<file path="config.mk">
export PLATFORM = sky130hd
export DESIGN_NAME = read_port_arbiter
export DESIGN_NICKNAME = d
export VERILOG_FILES = /design/src/rtl/read_port_arbiter.sv
export SDC_FILE = /design/constraint.sdc
export NUM_CORES = 1
export LEC_CHECK = 0
export CAP_MARGIN = 20
export CORE_ASPECT_RATIO = 1.5
export CORE_UTILIZATION = 34
export DETAILED_ROUTE_END_ITERATION = 16
export MAX_ROUTING_LAYER = met4
export PLACE_DENSITY = 0.89
export SYNTH_ARGS = -nofsm -noshare
export SYNTH_HDL_FRONTEND = slang
export SYNTH_SLANG_ARGS = --single-unit
</file>
<file path="constraint.sdc">
create_clock -name clk -period 1.4 [get_ports clk]
set_input_delay 0.28 -clock clk [delete_from_list [all_inputs] [get_ports clk]]
set_output_delay 0.28 -clock clk [all_outputs]
set_load 0.03 [all_outputs]
</file>
<file path="src/rtl/read_port_arbiter.sv">
// Two-requester read-port arbiter: an instruction requester (ir) and a data-read
// requester (dr) share one memory read port, with at most one transaction in flight.
// Optional feature macro: READ_ARB_ROUND_ROBIN_EN selects round-robin arbitration.
// When it is undefined, dr has fixed priority over ir.
module read_port_arbiter #(
  parameter int unsigned ADDR_W = 32,
  parameter int unsigned DATA_W = 32
) (
  input  logic              clk,
  input  logic              rst,
  // instruction requester
  input  logic              ir_addr_valid,
  input  logic [ADDR_W-1:0] ir_addr,
  output logic              ir_addr_ready,
  output logic              ir_data_valid,
  output logic [DATA_W-1:0] ir_data,
  input  logic              ir_data_ready,
  // data-read requester
  input  logic              dr_addr_valid,
  input  logic [ADDR_W-1:0] dr_addr,
  output logic              dr_addr_ready,
  output logic              dr_data_valid,
  output logic [DATA_W-1:0] dr_data,
  input  logic              dr_data_ready,
  // shared memory port
  output logic              mem_addr_valid,
  output logic [ADDR_W-1:0] mem_addr,
  input  logic              mem_addr_ready,
  input  logic              mem_data_valid,
  input  logic [DATA_W-1:0] mem_data,
  output logic              mem_data_ready
);

  typedef enum logic [1:0] {StIdle, StAddr, StData, StResp} state_e;

  state_e            state_q;
  logic              owner_q;  // 1: dr owns the transaction, 0: ir
  logic [ADDR_W-1:0] addr_q;
  logic [DATA_W-1:0] data_q;
  logic              mem_addr_valid_q;
  logic              mem_data_ready_q;
  logic              ir_data_valid_q;
  logic              dr_data_valid_q;
  logic              grant_dr;
  logic              accept;
  logic              owner_data_ready;

`ifdef READ_ARB_ROUND_ROBIN_EN
  logic              last_grant_q;  // 1: dr was granted last, 0: ir

  // Round-robin pick: on a tie the requester not granted last wins.
  always_comb begin
    grant_dr = dr_addr_valid;
    if (ir_addr_valid && dr_addr_valid) begin
      grant_dr = ~last_grant_q;
    end
  end
`else
  // Fixed priority pick: dr wins whenever it is requesting.
  always_comb begin
    grant_dr = dr_addr_valid;
  end
`endif

  // Address handshakes are only offered in idle, and only to the winner.
  always_comb begin
    ir_addr_ready    = (state_q == StIdle) && ir_addr_valid && !grant_dr;
    dr_addr_ready    = (state_q == StIdle) && dr_addr_valid && grant_dr;
    accept           = ir_addr_ready || dr_addr_ready;
    owner_data_ready = owner_q ? dr_data_ready : ir_data_ready;
  end

  // Transaction FSM; all handshake outputs are registered alongside the state.
  always_ff @(posedge clk or negedge rst) begin
    if (!rst) begin
      state_q          <= StIdle;
      owner_q          <= 1'b0;
      addr_q           <= '0;
      data_q           <= '0;
      mem_addr_valid_q <= 1'b0;
      mem_data_ready_q <= 1'b0;
      ir_data_valid_q  <= 1'b0;
      dr_data_valid_q  <= 1'b0;
`ifdef READ_ARB_ROUND_ROBIN_EN
      last_grant_q     <= 1'b0;
`endif
    end else begin
      unique case (state_q)
        StIdle: begin
          if (accept) begin
            addr_q           <= grant_dr ? dr_addr : ir_addr;
            owner_q          <= grant_dr;
`ifdef READ_ARB_ROUND_ROBIN_EN
            last_grant_q     <= grant_dr;
`endif
            mem_addr_valid_q <= 1'b1;
            state_q          <= StAddr;
          end
        end
        StAddr: begin
          if (mem_addr_ready) begin
            mem_addr_valid_q <= 1'b0;
            mem_data_ready_q <= 1'b1;
            state_q          <= StData;
          end
        end
        StData: begin
          if (mem_data_valid) begin
            data_q           <= mem_data;
            mem_data_ready_q <= 1'b0;
            ir_data_valid_q  <= ~owner_q;
            dr_data_valid_q  <= owner_q;
            state_q          <= StResp;
          end
        end
        StResp: begin
          if (owner_data_ready) begin
            ir_data_valid_q <= 1'b0;
            dr_data_valid_q <= 1'b0;
            state_q         <= StIdle;
          end
        end
        default: state_q <= StIdle;
      endcase
    end
  end

  assign mem_addr_valid = mem_addr_valid_q;
  assign mem_addr       = addr_q;
  assign mem_data_ready = mem_data_ready_q;
  assign ir_data_valid  = ir_data_valid_q;
  assign dr_data_valid  = dr_data_valid_q;
  // Read data stays visible until the next memory response overwrites it.
  assign ir_data        = data_q;
  assign dr_data        = data_q;

endmodule

</file>
==> flow_metrics.py <==
metrics = {
    "cts": {
        "numCtsBuffers": 9,
        "cts-root-to-sink-buffers": 2,
        "cts_tree": "yes",
        "tritoncts_num_sinks": 71,
        "cts.reportedPaths.clkPinSlew_ps": 60,
        "h-tree-depth": 3,
        "clock_tree.root_cell": "clkbuf_16",
        "clock_latency_at_the_later_pin_of_the_worst_skew_pair_ps": 320,
    },
    "critical_path": {
        "criticalPathCategory": "flip-flop to flip-flop",
        "endpoint_kind": "flip-flop",
        "timing.critical_path.fanout_max": 3,
        "timing.critical_path.required_ps": 1610,
        "critPathArrivalTime_ps": 1780,
        "setup.worst_path.start_class": "flip-flop",
    },
    "synth": {
        "yosys_most_used_dff": "dfrtp_1",
        "most_common_library_cells_after_synthesis": "dfrtp_1, nand2_1, mux2i_1, o21ai_0, mux2_2",
        "synth_nets": 390,
        "syn-mean-instance-area_um2": 11.9,
        "synth_edf_count": 0,
        "yosysTopAreaCell": "dfrtp_1",
        "syn_inst": 281,
        "synth_area_leaders": "dfrtp_1, mux2_2, mux2i_1",
        "ys_types": 24,
        "yosysSeqAreaShare_pct": 53.3,
        "syn_area_um2": 3330,
        "synth.top_cell.area_share_pct": 53.3,
        "synthArstFlopShare_pct": 100,
        "count_leader_synth": "dfrtp_1",
        "synth_warnings": 0,
        "synth_seq_cells": 71,
    },
    "layout": {
        "final_standard_cell_area_without_fillers_um2": 5990,
        "post_route_cells_drive_above_1_share_pct": 28.4,
        "antenna_diode_count": 0,
        "finish.utilization_pct": 64.0,
        "layout_net_count": 593,
        "areaGrowthSynthToFinish_pct": 79.7,
    },
    "timing": {
        "finalSetupViolCount": 52,
        "final-max-slew-violation-count": 0,
        "max_freq_ghz": 0.637,
        "post-route-worst-setup-slack_ps": -171,
        "max_slew.worst_pin.slew_ps": 404,
        "slew_headroom_pct": 72.9,
        "grt_setup_unrepaired": "true",
        "skew_ps": 5.38,
        "hold_slack_ps": 469,
        "layout_worst_path_cycle_share_pct": 112,
        "report.final.hold_viol_count": 0,
        "fin_crit_ps": 1570,
    },
    "power_and_ir_drop": {
        "switching_share_pct": 44.0,
        "max-vdd-ir-drop_uv": 1450,
        "combinationalPowerShare_pct": 58.3,
        "seqPwrFrac_pct": 25.2,
        "power.share.clock_pct": 16.5,
        "p_leak_nw": 2.77,
        "internal_power_mw": 8.44,
        "power-per-cell-area_nw_per_um2": 2520,
        "power.switching_mw": 6.63,
    },
    "die": {
        "initial_core_util_pct": 35.6,
        "die_area_um2": 10200,
        "num_io_pins": 206,
        "num_rows": 43,
        "die_h_um": 123,
        "fp.coreArea_um2": 9360,
        "die-width_um": 82.8,
    },
    "global_route": {
        "grt_first_pass_wirelength_um": 15100,
        "grt_antenna_before_repair": 0,
        "grt_max_degree": 72,
        "top_usage_layer": "met2",
        "track_usage_pct": 19.7,
        "globalRouteMet1Util_pct": 20.7,
        "grt_pass1_vias": 2985,
        "overflow": 0,
        "grt_util_met2_pct": 35.3,
        "grt.met3_usage_pct": 5.01,
    },
    "flow_run": {
        "maxCapViolCount": 0,
    },
    "place": {
        "post-dp-hpwl_um": 6720,
        "post-place-ws_ps": -194,
        "place.gp.congestion": 0.780,
        "placement.cell_area_um2": 5410,
        "port_buffers": 205,
    },
    "run_status": {
        "violations_in_the_final_reports": "setup timing",
        "run_status": "finished, violations left",
    },
    "route": {
        "wl_per_cell_um": 16.2,
        "route.detailed.drc": 0,
        "detail-route-antenna-nets": 0,
        "firstDrtPassIters": 4,
        "post_drt_via_cell_ratio": 4.82,
        "dr.first_iter.drc_count": 46,
        "routed_wirelength_um": 9760,
        "num_vias": 2898,
    },
    "hold_path": {
        "worstHoldPathType": "flip-flop to flip-flop",
    },
}
[worst max-delay path, stage by stage, from the launching register on]
cell and delay (ps):
dfrtp_1 360, inv_2 70, buf_4 150, ha_4 180, buf_4 150, o211a_4 250, mux2_4 290
[placed cells by master, fill, tap and decap left out, types with 2 or more instances in the layout]
cell,n
clkbuf_8,2
inv_2,2
bufinv_16,2
mux2_4,4
buf_6,3
buf_4,17
o21ai_0,21
buf_12,12
mux2_2,31
o21ai_1,13
buf_16,2
dlygate4sd2_1,13
clkinvlp_4,2
dfrtp_1,71
nand2_1,38
clkdlybuf4s15_2,6
clkbuf_16,12
clkbuf_2,27
clkdlybuf4s15_1,51
ha_4,3
nor2_1,2
mux2i_1,34
clkdlybuf4s50_1,101
nand2b_4,2
[cell type report]
type                    instances  area, um2
flip-flops and latches         71       1780
repair buffers                237       2380
inverters                       2       7.51
fillers                       738       3370
multi-input cells             163       1350
clock buffers                  11        253
clock inverters                 5       80.1
well taps                     112        140
[cells by family (layout without fill, tap and decap cells)]
group	count (synthesis)	in the layout	synth area share, %
buffers and inverters	47	255	10.1
adder cells (fa/ha/maj)	5	5	1.88
multiplexers	69	69	22.2
AO/OA/AOI/OAI	39	39	6.31
AND/OR/NAND/NOR	50	50	6.27
flip-flops	71	71	53.3
[final timing paths]
kind	cells after the start	startpoint	to	slack (ps)
max	6	state_q[0]	dr_data_valid	-170
min	2	mem_addr[12]	mem_addr[12]	470
max reg2reg	6	state_q[0]	dr_data_valid	-170
min reg2reg	2	mem_addr[12]	mem_addr[12]	470
max in group asynchronous	3	rst	mem_addr[27]	560
min in group asynchronous	3	rst	dr_data[10]	540
[timing repair]
| action | CTS | global route |
|---|---|---|
| pin swaps | 3 | 4 |
| setup endpoints to repair | 141 | 119 |
| buffers inserted | 7 | 4 |
| gates cloned | 3 | 4 |
| resized for setup | 146 | 115 |
| endpoints found under the hold margin | 71 | 0 |
| hold buffers | 1 | 0 |
[power groups by stage]
stage / combinational (mW) / clock (mW) / sequential (mW)
after global placement: 8.47 / 0 / 3.76
after floorplan: 3.40 / 0 / 5.62
after detailed placement: 8.66 / 0 / 3.84
after global routing: 9.22 / 2.67 / 3.96
final: 8.78 / 2.48 / 3.80
after CTS: 8.39 / 2.56 / 3.76
[state kept, by name (all words and copies together) (netlist names)]
| register | cells |
|---|---|
| dr_data_valid | 1 |
| mem_addr_valid | 1 |
| dr_data | 32 |
| owner_q | 1 |
| ir_data_valid | 1 |
| mem_addr | 32 |
| mem_data_ready | 1 |
| state_q | 2 |
[routing by layer]
metal,wire [um],part of all wire [%]
met3,695,7.1
met1,3600,37
met2,5330,55
met4,145,1.5
met5,0,0
[stage by stage]
step	TNS [ps]	total power [mW]	instances
CTS	-4430	14.7	595
floorplan	-8.51	9.03	281
global route	-6740	15.8	601
finish	-4240	15.1	601
global placement	-6660	12.2	568
detailed placement	-7910	12.5	568
(Power assumes the default switching activity.)
